`config.mk`:
```
export PLATFORM = sky130hd
export DESIGN_NAME = seg7_scan_decoder
export DESIGN_NICKNAME = d
export VERILOG_FILES = /design/src/rtl/seg7_pkg.sv /design/src/rtl/seg7_to_hex.sv /design/src/rtl/seg7_scan_decoder.sv
export SDC_FILE = /design/constraint.sdc
export NUM_CORES = 1
export LEC_CHECK = 0
export CORE_ASPECT_RATIO = 0.75
export CORE_MARGIN = 5
export CORE_UTILIZATION = 29
export DETAILED_ROUTE_END_ITERATION = 8
export GPL_TIMING_DRIVEN = 1
export PLACE_DENSITY = 0.44
export SKIP_LAST_GASP = 1
export SLEW_MARGIN = 20
export SYNTH_ARGS = -nofsm -noshare
export SYNTH_HDL_FRONTEND = slang
export SYNTH_HIERARCHICAL = 1
export SYNTH_SLANG_ARGS = --single-unit
```
`constraint.sdc`:
```
create_clock -name clk -period 8.95 [get_ports clk]
set_clock_uncertainty 0.05 [all_clocks]
set_input_delay 0.895 -clock clk [delete_from_list [all_inputs] [get_ports clk]]
set_output_delay 0.895 -clock clk [all_outputs]
set_load 0.01 [all_outputs]
```
`src/rtl/seg7_pkg.sv`:
```
// Shared constants and types for the seven-segment receive path.
// Segment codes are active-low with bit 0 = segment a, bit 6 = segment g.
package seg7_pkg;

  localparam logic [6:0] SEG_0     = 7'h40;
  localparam logic [6:0] SEG_1     = 7'h79;
  localparam logic [6:0] SEG_2     = 7'h24;
  localparam logic [6:0] SEG_3     = 7'h30;
  localparam logic [6:0] SEG_4     = 7'h19;
  localparam logic [6:0] SEG_5     = 7'h12;
  localparam logic [6:0] SEG_6     = 7'h02;
  localparam logic [6:0] SEG_7     = 7'h78;
  localparam logic [6:0] SEG_8     = 7'h00;
  localparam logic [6:0] SEG_9     = 7'h10;
  localparam logic [6:0] SEG_A     = 7'h08;
  localparam logic [6:0] SEG_B     = 7'h03;
  localparam logic [6:0] SEG_C     = 7'h46;
  localparam logic [6:0] SEG_D     = 7'h21;
  localparam logic [6:0] SEG_E     = 7'h06;
  localparam logic [6:0] SEG_F     = 7'h0E;
  localparam logic [6:0] SEG_BLANK = 7'h7F;

  typedef enum logic [1:0] {
    IDLE   = 2'd0,
    SETTLE = 2'd1,
    HOLD   = 2'd2
  } state_t;

  typedef enum logic [1:0] {
    DEC_HEX   = 2'd0,
    DEC_BLANK = 2'd1,
    DEC_BAD   = 2'd2
  } dec_class_t;

endpackage

```
`src/rtl/seg7_to_hex.sv`:
```
// Inverse of the hex-to-segment encoder: classifies a 7-bit active-low
// pattern as a hex digit, a blank, or an unrecognised code.
module seg7_to_hex
  import seg7_pkg::*;
(
  input  logic [6:0] seg_i,
  output dec_class_t cls_o,
  output logic [3:0] val_o
);

  always_comb begin
    cls_o = DEC_HEX;
    val_o = '0;
    case (seg_i)
      SEG_0:     val_o = 4'h0;
      SEG_1:     val_o = 4'h1;
      SEG_2:     val_o = 4'h2;
      SEG_3:     val_o = 4'h3;
      SEG_4:     val_o = 4'h4;
      SEG_5:     val_o = 4'h5;
      SEG_6:     val_o = 4'h6;
      SEG_7:     val_o = 4'h7;
      SEG_8:     val_o = 4'h8;
      SEG_9:     val_o = 4'h9;
      SEG_A:     val_o = 4'hA;
      SEG_B:     val_o = 4'hB;
      SEG_C:     val_o = 4'hC;
      SEG_D:     val_o = 4'hD;
      SEG_E:     val_o = 4'hE;
      SEG_F:     val_o = 4'hF;
      SEG_BLANK: cls_o = DEC_BLANK;
      default:   cls_o = DEC_BAD;
    endcase
  end

endmodule

```
`src/rtl/seg7_scan_decoder.sv`:
```
// Receive side of a scanned seven-segment bus: debounces each one-hot digit
// slot, decodes the stable pattern and keeps a per-digit register bank.
module seg7_scan_decoder
  import seg7_pkg::*;
#(
  parameter int unsigned NUM_DIGITS    = 6,
  parameter int unsigned STABLE_CYCLES = 4
) (
  input  logic                    clk,
  input  logic                    rst,
  input  logic [6:0]              seg,
  input  logic [NUM_DIGITS-1:0]   dig_sel,
  output logic [4*NUM_DIGITS-1:0] digits,
  output logic [NUM_DIGITS-1:0]   digit_ok,
  output logic [NUM_DIGITS-1:0]   digit_err,
  output logic                    upd,
  output logic                    frame_done
);

  localparam int unsigned        CNT_W    = $clog2(STABLE_CYCLES + 1);
  localparam logic [CNT_W-1:0]   CNT_ONE  = CNT_W'(1);
  localparam logic [CNT_W-1:0]   CNT_FULL = CNT_W'(STABLE_CYCLES);

  logic [6:0]              s_seg_q, p_seg_q;
  logic [NUM_DIGITS-1:0]   s_sel_q, p_sel_q;
  state_t                  state_q, state_d;
  logic [CNT_W-1:0]        cnt_q, cnt_d;
  logic [4*NUM_DIGITS-1:0] digits_q, digits_d;
  logic [NUM_DIGITS-1:0]   ok_q, ok_d;
  logic [NUM_DIGITS-1:0]   err_q, err_d;
  logic [NUM_DIGITS-1:0]   seen_q, seen_d;
  logic                    upd_q, upd_d;
  logic                    fd_q, fd_d;

  logic       sel_one_hot;
  logic       same_sample;
  logic       commit;
  dec_class_t dec_cls;
  logic [3:0] dec_val;

  seg7_to_hex u_dec (
    .seg_i (s_seg_q),
    .cls_o (dec_cls),
    .val_o (dec_val)
  );

  assign sel_one_hot = $onehot(s_sel_q);
  assign same_sample = (s_seg_q == p_seg_q) && (s_sel_q == p_sel_q);

  // The p_* registers hold the previous sample, so a run counts consecutive
  // cycles in which the registered sample stayed identical.
  always_comb begin
    state_d = state_q;
    cnt_d   = cnt_q;
    commit  = 1'b0;
    if (!sel_one_hot) begin
      state_d = IDLE;
      cnt_d   = '0;
    end else if (!same_sample || state_q == IDLE) begin
      state_d = SETTLE;
      cnt_d   = CNT_ONE;
    end else if (state_q == SETTLE && cnt_q != CNT_FULL) begin
      cnt_d = cnt_q + CNT_ONE;
      if (cnt_d == CNT_FULL) begin
        commit  = 1'b1;
        state_d = HOLD;
      end
    end
  end

  always_comb begin
    digits_d = digits_q;
    ok_d     = ok_q;
    err_d    = err_q;
    seen_d   = seen_q;
    upd_d    = 1'b0;
    fd_d     = 1'b0;
    if (commit) begin
      for (int unsigned i = 0; i < NUM_DIGITS; i++) begin
        if (s_sel_q[i]) begin
          case (dec_cls)
            DEC_HEX: begin
              digits_d[4*i +: 4] = dec_val;
              ok_d[i]            = 1'b1;
              err_d[i]           = 1'b0;
            end
            DEC_BLANK: begin
              digits_d[4*i +: 4] = '0;
              ok_d[i]            = 1'b0;
              err_d[i]           = 1'b0;
            end
            default: begin
              ok_d[i]  = 1'b0;
              err_d[i] = 1'b1;
            end
          endcase
        end
      end
      upd_d  = (digits_d != digits_q) || (ok_d != ok_q) || (err_d != err_q);
      seen_d = seen_q | s_sel_q;
      if (&seen_d) begin
        fd_d   = 1'b1;
        seen_d = '0;
      end
    end
  end

  always_ff @(posedge clk or posedge rst) begin
    if (rst) begin
      s_seg_q  <= '0;
      s_sel_q  <= '0;
      p_seg_q  <= '0;
      p_sel_q  <= '0;
      state_q  <= IDLE;
      cnt_q    <= '0;
      digits_q <= '0;
      ok_q     <= '0;
      err_q    <= '0;
      seen_q   <= '0;
      upd_q    <= 1'b0;
      fd_q     <= 1'b0;
    end else begin
      s_seg_q  <= seg;
      s_sel_q  <= dig_sel;
      p_seg_q  <= s_seg_q;
      p_sel_q  <= s_sel_q;
      state_q  <= state_d;
      cnt_q    <= cnt_d;
      digits_q <= digits_d;
      ok_q     <= ok_d;
      err_q    <= err_d;
      seen_q   <= seen_d;
      upd_q    <= upd_d;
      fd_q     <= fd_d;
    end
  end

  assign digits     = digits_q;
  assign digit_ok   = ok_q;
  assign digit_err  = err_q;
  assign upd        = upd_q;
  assign frame_done = fd_q;

endmodule

```
==> impl_metrics.py <==
metrics = {
    "clock_tree": {
        "clkSlewWorstSetupHoldPaths_ns": 0.06,
        "cts_made_buffers": 9,
        "number_of_buffers_on_the_longest_clock_path": 2,
        "cts_root_buffer": "sky130_fd_sc_hd__clkbuf_16",
        "ctsHtreeMaxLevel": 3,
        "post_cts_resize_count": 0,
        "post_cts.repair.setup_buffers": 0,
        "worstSkewPairLatency_ns": 0.34,
        "post_cts_hold_buffers": 0,
        "clock_sink_count": 75,
        "cts_tree": "done",
    },
    "cells_and_area": {
        "antenna_cells_inserted": 0,
        "multi_input_comb_area_um2": 1820,
        "fill_cells": 1288,
        "instances_no_fill": 586,
        "layout.nets": 432,
        "register_area_um2": 1880,
        "fraction_of_final_layout_cells_with_drive_strength_greater_than_1_pct": 14.5,
        "synthToLayoutAreaGrowth_pct": 23.8,
    },
    "worst_hold_path": {
        "worstHoldPathType": "reg2reg",
    },
    "drt": {
        "via_per_instance_ratio": 5.08,
        "routed_wirelength_um": 11400,
        "dr.first_iter.drc_count": 268,
        "first_pass_iters": 4,
        "wire_per_inst_um": 19.4,
        "drc": 0,
        "total_via_count_after_detailed_routing": 2978,
        "antenna_left": 0,
    },
    "sta": {
        "worst_slew_pin_slew_ns": 0.853,
        "timing.setup.tns_ns": 0,
        "final-setup-viol-count": 0,
        "hold_violations": 0,
        "worst_case_setup_margin_in_the_final_layout_ns": 4.58,
        "slew_headroom_pct": 42.9,
        "highest_clock_rate_mhz": 229,
        "grt_setup_unrepaired": "no",
        "timing.final.crit_period_ns": 4.37,
        "final.period_utilization_pct": 48.8,
        "timing.final.max_slew_violations": 0,
    },
    "logic_synthesis": {
        "synth-seq-area-share_pct": 47.8,
        "synth_compound_area_share_pct": 13.7,
        "post_synth_and_or_nand_nor_area_fraction_pct": 14.3,
        "main_synth_ff_type": "sky130_fd_sc_hd__dfrtp_1",
        "synth_top_family_by_area": "simple AND/OR/NAND/NOR gates",
        "synthesized_area_um2": 3920,
        "muxShareOfSynthArea_pct": 10.2,
        "synthMostInstantiatedCell": "sky130_fd_sc_hd__dfrtp_1",
        "synth_commonest_cells": "sky130_fd_sc_hd__dfrtp_1 (75), sky130_fd_sc_hd__mux2_2 (31), sky130_fd_sc_hd__inv_1 (29), sky130_fd_sc_hd__a21oi_1 (23), sky130_fd_sc_hd__nand2_1 (20)",
        "post_synth_fa_ha_maj_area_fraction_pct": 2.81,
        "synth_cell_types": 65,
        "synth_cells": 363,
        "yosys_register_bits": 75,
        "synth_xor_xnor_area_share_pct": 5.33,
        "syn-mean-instance-area_um2": 10.8,
        "post_synth_edffs": 0,
        "area_leader_netlist": "sky130_fd_sc_hd__dfrtp_1",
        "postSynthNetCount": 385,
        "synth.yosys.warnings": 6,
        "portion_of_synthesized_cell_area_occupied_by_the_leading_cell_type_pct": 47.8,
        "area_contributors_post_synth": "sky130_fd_sc_hd__dfrtp_1 (48%), sky130_fd_sc_hd__mux2_2 (8.9%), sky130_fd_sc_hd__xnor2_1 (3.6%)",
        "synth_async_sr_flop_share_pct": 100,
    },
    "power": {
        "switching_share_pct": 27.4,
        "power.ir.vdd_worst_uv": 85.9,
        "power.sequential.fraction_pct": 46.3,
        "power_density_nw_per_um2": 162,
        "p_sw_mw": 0.215,
        "total_leakage_power_nw": 2.05,
        "power.share.combinational_pct": 9.4,
        "p_clk_share_pct": 44.3,
        "cell_internal_pwr_mw": 0.570,
    },
    "worst_setup_path": {
        "cp-end-kind": "flip-flop",
        "setup.worst_path.class": "reg2reg",
        "critPathMaxStageDelay_ns": 0.72,
        "critical_path.startpoint_type": "flip-flop",
        "data_required_critical_path_ns": 9.13,
        "worstPathCellList": "inv_1, fa_1, fa_1, inv_1, ha_1, fa_1, nor2_1, nand2_1, nor2_1, nor4b_4, nand3_1, mux2_2",
        "cp_slowest_cell": "sky130_fd_sc_hd__nor4b_4",
        "cp_common_cell": "sky130_fd_sc_hd__fa_1",
        "data_arrival_time_of_the_critical_path_ns": 4.54,
        "critical_path_peak_fanout": 13,
    },
    "grt": {
        "globalRouteOverflowTotal": 0,
        "grt_antenna_before_repair": 0,
        "grt_first_pass_wirelength_um": 18200,
        "groute.usage.overall_pct": 14.8,
        "first_global_vias": 3077,
        "maximum_number_of_pins_on_one_net_before_global_route_repair": 76,
    },
    "die": {
        "die_area_um2": 16000,
        "num_rows": 36,
        "ios": 53,
        "dieHeight_um": 111,
        "start_util_pct": 29.9,
        "core_region_area_um2": 13100,
        "floorplan.die.width_um": 144,
    },
    "placement": {
        "gpl.final_weighted_congestion": 0.820,
        "place_hpwl_um": 8020,
        "numPlacedInstances": 570,
        "dpl_worst_slack_ns": 4.54,
        "placement.io_buffers": 52,
    },
    "status": {
        "outcome": "finished clean",
    },
    "job": {
        "max-cap-violations": 0,
    },
}
-- final cells by class --
type	count	share of cell area (%)
clock buffers	9	4.64
clock inverters	7	1.21
inverters	30	2.35
multi-input cells	239	37.5
flip-flops and latches	75	38.7
well taps	171	4.41
repair buffers	55	11.3
-- routing by layer --
metal	track usage (%)	vias up	wire length (um)
met4	3.92	0	144
met2	19.7	102	4610
met1	22.9	1469	5930
met3	4.53	14	686
li1	-	1393	-
met5	0	-	0
-- flip-flops by register name, summed over array words and instances, names as in the netlist --
register	flops
s_sel_q	6
p_seg_q	7
upd	1
digit_ok	6
seen_q	6
p_sel_q	6
digits	24
cnt_q	3
s_seg_q	7
frame_done	1
state_q	2
digit_err	6
-- worst paths after layout --
path,from,endpoint,slack (ns),depth (start not counted)
worst min-delay path,seen_q[4],seen_q[4],0.47,2
worst max register to register,s_sel_q[0],digits[11],4.58,12
max in group asynchronous,rst,digits[20],7.34,3
min in group asynchronous,rst,s_seg_q[3],0.99,3
worst max-delay path,s_sel_q[0],digits[11],4.58,12
worst min register to register,seen_q[4],seen_q[4],0.47,2
-- worst max-delay path: cells and delay by family (launching register included) --
| kind | cells | cell delay, ns |
|---|---|---|
| fa+ha+maj | 4 | 1.62 |
| simple gates | 5 | 1.41 |
| flops | 1 | 0.58 |
| mux | 1 | 0.35 |
| buf+inv | 2 | 0.23 |
-- cells in the final DEF, fill, tap and decap left out, types with 16 or more instances in the layout --
cell,netlist,routed
sky130_fd_sc_hd__nor2_1,18,18
sky130_fd_sc_hd__mux2_2,31,31
sky130_fd_sc_hd__inv_1,29,28
sky130_fd_sc_hd__clkdlybuf4s50_1,0,52
sky130_fd_sc_hd__dfrtp_1,75,75
sky130_fd_sc_hd__a21oi_1,23,23
sky130_fd_sc_hd__xnor2_1,16,16
sky130_fd_sc_hd__nand2_1,20,20
-- logic make-up after synthesis --
family | count (synthesis)
fa+ha+maj | 7
buf+inv | 49
simple gates | 97
flops | 75
compound gates | 76
mux | 36
xor+xnor | 23
-- power by group through the flow --
stage               Combinational, mW  Clock, mW  Sequential (mW)
finish                         0.0736      0.348            0.364
global placement               0.0740          0            0.370
floorplan                      0.0600          0            0.359
detailed placement             0.0737          0            0.370
global route                   0.0840      0.373            0.366
CTS                            0.0745      0.358            0.364
-- metrics by stage --
stage          util (%)  power [mW]  hold WS (ns)  cell area, um2
4_1_cts            37.0       0.797         0.471            4850
2_1_floorplan         -       0.419         0.302            3920
3_5_place_dp       34.8       0.444         0.462            4570
6_report           37.0       0.785         0.471            4850
3_3_place_gp       34.8       0.444         0.458            4570
5_1_grt            37.0       0.823         0.501            4850
(Power assumes the default switching activity.)
